===== src/rtl/adc_pkt_unpack_if.sv =====
// Byte stream carrying AD7606 sample packets from the capture path.
// The master drives data/len/last/valid; the slave (the unpacker) only listens.
// There is no backpressure, so the bundle has no ready signal.
interface adc_pkt_unpack_if;
    logic [7:0] adc_data;   // packet byte
    logic [7:0] adc_len;    // total packet length, stable for the whole packet
    logic       adc_last;   // final byte of the packet
    logic       adc_valid;  // byte qualifier, gaps allowed

    modport master (
        output adc_data,
        output adc_len,
        output adc_last,
        output adc_valid
    );

    modport slave (
        input  adc_data,
        input  adc_len,
        input  adc_last,
        input  adc_valid
    );
endinterface


===== src/rtl/adc_pkt_unpack.sv =====
// Parses AD7606 sample packets back into per-channel 16-bit samples.
// Packet: header, channel mask, then {MSB,LSB} for each set mask bit in
// ascending channel order. Framing is checked against the length field and
// the last flag; every framing error gives one err pulse and bumps a
// saturating error counter. A bad packet is discarded up to its last byte.
module adc_pkt_unpack #(
    parameter logic [7:0] P_HEADER = 8'hA5,
    parameter int         P_ERR_W  = 16
) (
    input  logic               i_clk,
    input  logic               i_rst,
    adc_pkt_unpack_if.slave    adc_in,
    output logic [2:0]         o_chnl_idx,
    output logic [15:0]        o_chnl_data,
    output logic               o_chnl_valid,
    output logic               o_pkt_done,
    output logic               o_pkt_err,
    output logic [P_ERR_W-1:0] o_err_cnt
);

    typedef enum logic [2:0] {
        S_IDLE = 3'd0,   // waiting for a header byte
        S_MASK = 3'd1,   // next byte is the channel mask
        S_HI   = 3'd2,   // next byte is the sample MSB of ch_reg
        S_LO   = 3'd3,   // next byte is the sample LSB of ch_reg
        S_DROP = 3'd4    // discarding a broken packet until its last byte
    } state_t;

    // Bit-select patterns used to binary-encode a one-hot channel vector.
    localparam logic [7:0] C_ENC_SEL [3] = '{8'hAA, 8'hCC, 8'hF0};

    state_t              state_reg;
    logic [7:0]          len_reg;        // length field latched at the header
    logic [7:0]          work_mask_reg;  // channels still to be received
    logic [2:0]          ch_reg;         // channel of the sample in flight
    logic [7:0]          msb_reg;        // stored MSB of the sample in flight
    logic [2:0]          chnl_idx_reg;
    logic [15:0]         chnl_data_reg;
    logic                chnl_valid_reg;
    logic                pkt_done_reg;
    logic                pkt_err_reg;
    logic [P_ERR_W-1:0]  err_cnt_reg;

    logic [3:0]          mask_pop;       // popcount of the incoming byte
    logic [8:0]          exp_len;        // 2 + 2*popcount, kept 9 bits wide
    logic                len_bad;
    logic [7:0]          ch_onehot;      // ch_reg as a one-hot vector
    logic [7:0]          rem_mask;       // working mask with ch_reg removed
    logic [7:0]          pick_vec;       // vector to search for the next channel
    logic [7:0]          pick_onehot;    // lowest set bit of pick_vec
    logic [2:0]          pick_idx;       // index of that bit

    genvar gi;

    // Popcount of the current byte; only meaningful while it is the mask byte.
    always_comb begin
        mask_pop = 4'd0;
        for (int i = 0; i < 8; i++) begin
            mask_pop = mask_pop + {3'b000, adc_in.adc_data[i]};
        end
    end

    assign exp_len   = 9'd2 + {4'b0000, mask_pop, 1'b0};
    assign len_bad   = (exp_len != {1'b0, len_reg});
    assign ch_onehot = 8'(8'd1 << ch_reg);
    assign rem_mask  = work_mask_reg & ~ch_onehot;

    // The first channel comes from the mask byte itself, later ones from
    // whatever is left in the working mask after the current sample.
    assign pick_vec = (state_reg == S_MASK) ? adc_in.adc_data : rem_mask;

    generate
        for (gi = 0; gi < 8; gi++) begin : g_lowest
            localparam logic [7:0] C_BELOW = 8'((9'd1 << gi) - 9'd1);
            assign pick_onehot[gi] = pick_vec[gi] & ~(|(pick_vec & C_BELOW));
        end
        for (gi = 0; gi < 3; gi++) begin : g_enc
            assign pick_idx[gi] = |(pick_onehot & C_ENC_SEL[gi]);
        end
    endgenerate

    // Packet parser: advances only on valid bytes, outputs are registered pulses.
    always_ff @(posedge i_clk) begin
        if (i_rst) begin
            state_reg      <= S_IDLE;
            len_reg        <= 8'd0;
            work_mask_reg  <= 8'd0;
            ch_reg         <= 3'd0;
            msb_reg        <= 8'd0;
            chnl_idx_reg   <= 3'd0;
            chnl_data_reg  <= 16'd0;
            chnl_valid_reg <= 1'b0;
            pkt_done_reg   <= 1'b0;
            pkt_err_reg    <= 1'b0;
        end else begin
            chnl_valid_reg <= 1'b0;
            pkt_done_reg   <= 1'b0;
            pkt_err_reg    <= 1'b0;
            if (adc_in.adc_valid) begin
                case (state_reg)
                    S_IDLE: begin
                        if (adc_in.adc_data == P_HEADER) begin
                            if (adc_in.adc_last) begin
                                // a header alone is not a packet
                                pkt_err_reg <= 1'b1;
                            end else begin
                                len_reg   <= adc_in.adc_len;
                                state_reg <= S_MASK;
                            end
                        end else begin
                            pkt_err_reg <= 1'b1;
                            state_reg   <= adc_in.adc_last ? S_IDLE : S_DROP;
                        end
                    end
                    S_MASK: begin
                        work_mask_reg <= adc_in.adc_data;
                        if (len_bad) begin
                            pkt_err_reg <= 1'b1;
                            state_reg   <= adc_in.adc_last ? S_IDLE : S_DROP;
                        end else if (adc_in.adc_data == 8'd0) begin
                            // empty packet: must end right here
                            if (adc_in.adc_last) begin
                                pkt_done_reg <= 1'b1;
                                state_reg    <= S_IDLE;
                            end else begin
                                pkt_err_reg <= 1'b1;
                                state_reg   <= S_DROP;
                            end
                        end else if (adc_in.adc_last) begin
                            pkt_err_reg <= 1'b1;
                            state_reg   <= S_IDLE;
                        end else begin
                            ch_reg    <= pick_idx;
                            state_reg <= S_HI;
                        end
                    end
                    S_HI: begin
                        msb_reg <= adc_in.adc_data;
                        if (adc_in.adc_last) begin
                            pkt_err_reg <= 1'b1;
                            state_reg   <= S_IDLE;
                        end else begin
                            state_reg <= S_LO;
                        end
                    end
                    S_LO: begin
                        // the sample is emitted even if the packet turns out short
                        chnl_valid_reg <= 1'b1;
                        chnl_idx_reg   <= ch_reg;
                        chnl_data_reg  <= {msb_reg, adc_in.adc_data};
                        work_mask_reg  <= rem_mask;
                        if (rem_mask == 8'd0) begin
                            if (adc_in.adc_last) begin
                                pkt_done_reg <= 1'b1;
                                state_reg    <= S_IDLE;
                            end else begin
                                pkt_err_reg <= 1'b1;
                                state_reg   <= S_DROP;
                            end
                        end else if (adc_in.adc_last) begin
                            pkt_err_reg <= 1'b1;
                            state_reg   <= S_IDLE;
                        end else begin
                            ch_reg    <= pick_idx;
                            state_reg <= S_HI;
                        end
                    end
                    S_DROP: begin
                        // error already reported; just find the packet end
                        if (adc_in.adc_last) begin
                            state_reg <= S_IDLE;
                        end
                    end
                    default: begin
                        state_reg <= S_IDLE;
                    end
                endcase
            end
        end
    end

    // Saturating count of error pulses, cleared only by reset.
    always_ff @(posedge i_clk) begin
        if (i_rst) begin
            err_cnt_reg <= '0;
        end else if (pkt_err_reg && !(&err_cnt_reg)) begin
            err_cnt_reg <= err_cnt_reg + 1'b1;
        end
    end

    assign o_chnl_idx   = chnl_idx_reg;
    assign o_chnl_data  = chnl_data_reg;
    assign o_chnl_valid = chnl_valid_reg;
    assign o_pkt_done   = pkt_done_reg;
    assign o_pkt_err    = pkt_err_reg;
    assign o_err_cnt    = err_cnt_reg;

endmodule

===== src/flat_wrapper.sv =====
// flat-port wrapper written by rule: the top's interface ports become plain ports
module adc_pkt_unpack_flat 
#(
    parameter logic [7:0] P_HEADER = 8'hA5,
    parameter int         P_ERR_W  = 16
)
  (i_clk, i_rst, o_chnl_idx, o_chnl_data, o_chnl_valid, o_pkt_done, o_pkt_err, o_err_cnt, adc_in_adc_data, adc_in_adc_len, adc_in_adc_last, adc_in_adc_valid);
  adc_pkt_unpack_if adc_in_i ();
  input  logic i_clk;
  input  logic i_rst;
  output logic [2:0] o_chnl_idx;
  output logic [15:0] o_chnl_data;
  output logic o_chnl_valid;
  output logic o_pkt_done;
  output logic o_pkt_err;
  output logic [P_ERR_W-1:0] o_err_cnt;
  input wire logic [$bits(adc_in_i.adc_data)-1:0] adc_in_adc_data;
  input wire logic [$bits(adc_in_i.adc_len)-1:0] adc_in_adc_len;
  input wire logic [$bits(adc_in_i.adc_last)-1:0] adc_in_adc_last;
  input wire logic [$bits(adc_in_i.adc_valid)-1:0] adc_in_adc_valid;
  assign adc_in_i.adc_data = adc_in_adc_data;
  assign adc_in_i.adc_len = adc_in_adc_len;
  assign adc_in_i.adc_last = adc_in_adc_last;
  assign adc_in_i.adc_valid = adc_in_adc_valid;
  adc_pkt_unpack #(.P_HEADER(P_HEADER), .P_ERR_W(P_ERR_W)) u_core (.i_clk(i_clk), .i_rst(i_rst), .adc_in(adc_in_i), .o_chnl_idx(o_chnl_idx), .o_chnl_data(o_chnl_data), .o_chnl_valid(o_chnl_valid), .o_pkt_done(o_pkt_done), .o_pkt_err(o_pkt_err), .o_err_cnt(o_err_cnt));
endmodule

===== config.mk =====
export PLATFORM = sky130hd
export DESIGN_NAME = adc_pkt_unpack_flat
export DESIGN_NICKNAME = d
export VERILOG_FILES = /design/src/rtl/adc_pkt_unpack_if.sv /design/src/rtl/adc_pkt_unpack.sv /design/src/flat_wrapper.sv
export SDC_FILE = /design/constraint.sdc
export NUM_CORES = 1
export LEC_CHECK = 0
export ABC_CLOCK_PERIOD_IN_PS = 4500
export BUFFER_PORTS_ARGS = -buffer_cell sky130_fd_sc_hd__clkbuf_2
export CORE_UTILIZATION = 51
export DETAILED_ROUTE_END_ITERATION = 6
export PLACE_DENSITY = 0.73
export SYNTH_ARGS = -nofsm -noshare
export SYNTH_HDL_FRONTEND = slang
export SYNTH_SLANG_ARGS = --single-unit

===== constraint.sdc =====
create_clock -name i_clk -period 4.5 [get_ports i_clk]
set_clock_uncertainty 0.05 [all_clocks]
set_input_delay 1.125 -clock i_clk [delete_from_list [all_inputs] [get_ports i_clk]]
set_output_delay 1.125 -clock i_clk [all_outputs]
set_load 0.05 [all_outputs]

==> impl_metrics.csv <==
group,metric,value,unit
final_layout,nets,551,
min_path,hold_path_end,"u_core.o_chnl_data[8]",
floorplan,core,6944,um^2
place,post-place-ws,-506.5,ps
global_route,grt_max_degree,37,
synthesis,yosys.cell_types.count,64,
timing,maxSlewHeadroom,37.57,%
timing,finalSetupViolations,6,
routing,drc,0,
final_layout,antenna_cells,0,
cts,cts_made_buffers,9,
cts,cts_tree,"done",
global_route,grt_pass1_wl,15060,um
final_layout,syn2layout_area_growth,19.65,%
timing,drv_slew,0,
timing,hold_viol,0,
critical_path,crit_path_frequent_cell,"fa_1",
place,dp_cells,599,
cts,clkTransAtPathRegs,70,ps
synthesis,synth_top_cell_area_share,36.18,%
synthesis,async_reset_ff_share,0,%
timing,final.setup.tns,-235.8,ps
final_layout,final_cell_area,4502,um^2
power_and_ir_drop,leakage,1.710,nW
synthesis,synthTopCellsByArea,"dfxtp_1 (36%), mux2i_1 (6.4%), nand2_1 (5.6%)",
routing,topRoutingLayerUsed,"met4",
routing,route.met2.wl,4494,um
synthesis,ys_ff_latch,68,
place,port_buffers,57,
critical_path,cp_top_family,"adder cells",
timing,fin_crit,4593,ps
critical_path,crit_buf_inv,4,
timing,fmax,0.2177,GHz
global_route,antenna_found_initial,0,
synthesis,synth_area,3762,um^2
critical_path,worst-path-max-fanout,5,
critical_path,r2r-end,"u_core.ch_reg[2]",
place,place_area,4220,um^2
floorplan,die_h,87.89,um
floorplan,die_area,7725,um^2
timing,min_period_over_period,102.1,%
synthesis,yosys.area.top_type,"dfxtp_1",
floorplan,row_count,30,
critical_path,max_stage_delay,520,ps
routing,drt-initial-drc-count,285,
routing,vias,3529,
critical_path,cp.required,4680,ps
power_and_ir_drop,p_seq_share,43.8,%
global_route,grt_usage,25.27,%
critical_path,critPathKind,"in2reg",
synthesis,yosysWarningCount,0,
power_and_ir_drop,p_total,1.386,mW
critical_path,path_cells,"clkbuf_16, inv_12, ha_4, inv_2, fa_1, fa_1, fa_2, inv_2, fa_1, ha_2, xnor2_2, xnor2_1, nor3_2, o211ai_2, o31ai_4, mux2_1",
synthesis,synth.top_cells.by_count,"dfxtp_1 (68), nand2_1 (56), nor2_1 (50), a21oi_1 (40), o21ai_0 (27)",
cts,cts.sinks,68,
synthesis,synthesis.nets,488,
synthesis,synth_flop_cell,"dfxtp_1",
routing,final_antenna_net_count,0,
floorplan,io_pins,58,
routing,wl_met1,3899,um
final_layout,drive_gt1_share,23.12,%
critical_path,ff2ff_path_depth,5,
power_and_ir_drop,swShare,26.98,%
critical_path,slowest_stage,"fa_1",
routing,first_pass_iters,5,
power_and_ir_drop,internal_power,1.012,mW
critical_path,ff2ff_setup_slack,1870,ps
critical_path,end_kind,"flop",
power_and_ir_drop,power_frac_clock,40.9,%
floorplan,die_x,87.89,um
power_and_ir_drop,combPwrFrac,15.3,%
job,drv_cap,0,
final_layout,instances_no_fill,615,
power_and_ir_drop,p_per_area,308.0,nW/um^2
cts,cts_buffer_depth,2,
global_route,grt_pass1_vias,3130,
status,violations,"setup timing",
cts,clk_latency,350,ps
synthesis,synth_edf_count,0,
timing,whs,406.1,ps
power_and_ir_drop,peakVddDrop,181.1,uV
timing,worstMarginPinSlew,931.3,ps
cts,cts_max_level,3,
routing,dr_wl_met3,647,um
min_path,whs_path_depth,2,
cts,ctsHoldBuffers,0,
min_path,hold_start,"u_core.msb_reg[0]",
min_path,hold_class,"reg2reg",
final_layout,fin_util,64.83,%
cts,cts_setup_buffers,0,
synthesis,ys_seq_area_share,36.18,%
synthesis,syn_avg_cell_area,8.342,um^2
synthesis,synth.most_common_cell,"dfxtp_1",
timing,worst_slack,-92.82,ps
timing,rsz0062_at_grt,"true",
synthesis,syn-instance-count,451,
routing,wl_per_cell,15.01,um
power_and_ir_drop,p_sw,374.0,uW
place,gp_congestion,0.9036,
critical_path,r2r_start,"u_core.state_reg[1]",
place,place_hpwl,6502,um
routing,drt_wl_total,9232,um
floorplan,start_util,54.18,%
global_route,grt.overflow.total,0,
cts,cts_root_buf,"clkbuf_8",
routing,viasPerCell,5.738,
critical_path,critPathLaunchType,"input port",
status,status,"complete, but fails checks",
critical_path,cp.arrival,4770,ps
## routing by layer
metal	GRT usage (%)	vias to the layer above
li1	-	1707
met1	32.36	1643
met2	41.30	159
met3	5.655	20
met4	10.13	0
met5	0	-
## tightest hold or removal path, cell delays in order (launching register included)
cell and delay, ps:
dfxtp_1 310, nand2_1 50, a21oi_1 50
## layout make-up
| class | count | area [um^2] |
|---|---|---|
| Clock buffer | 9 | 123.9 |
| Timing Repair Buffer | 73 | 434.2 |
| Multi-Input combinational cell | 337 | 2255 |
| Tap cell | 96 | 120.1 |
| Clock inverter | 7 | 98.84 |
| Fill cell | 595 | 2442 |
| Inverter | 25 | 108.9 |
| Sequential cell | 68 | 1361 |
## cell usage in the layout, fill, tap and decap left out, drive strengths merged, types with 7 or more instances in the layout
master  instances
buf            16
o21ai          28
mux2i          24
nor2b           8
a21oi          41
xnor2           7
nor3            9
dfxtp          68
nand2          56
nor2           50
ha             13
o31ai           8
clkbuf         66
inv            26
xor2           10
## cells by family after synthesis
group	Yosys count	synth area share, %
buffers and inverters	46	5.321
AO/OA/AOI/OAI	109	18.72
flip-flops	68	36.18
adder cells (fa/ha/maj)	17	6.452
AND/OR/NAND/NOR	168	22.38
XOR/XNOR	17	3.957
multiplexers	26	6.984
## power groups by stage
stage          logic [mW]  clock network, mW  registers [mW]
2_1_floorplan       0.128                  0           0.627
3_3_place_gp        0.193                  0           0.621
3_5_place_dp        0.200                  0           0.621
4_1_cts             0.209              0.576           0.607
5_1_grt             0.233              0.601           0.608
6_report            0.213              0.567           0.607
## timing repair
| item | CTS | global route |
|---|---|---|
| pin swaps | 2 | 1 |
| endpoints found under the setup margin | 7 | 7 |
| resized for setup | 7 | 2 |
## worst max-delay path by stage
stage	startpoint	endpoint	slack, ps	depth (start not counted)
floorplan	adc_in_adc_data[1]	u_core.ch_reg[2]	-210	15
CTS	adc_in_adc_data[1]	u_core.ch_reg[2]	-80	16
global placement	adc_in_adc_data[1]	u_core.ch_reg[2]	-460	16
detailed placement	adc_in_adc_data[1]	u_core.state_reg[1]	-510	17
global route	adc_in_adc_data[1]	u_core.ch_reg[1]	-210	17
finish	adc_in_adc_data[1]	u_core.ch_reg[2]	-90	16
(Power assumes the default switching activity.)
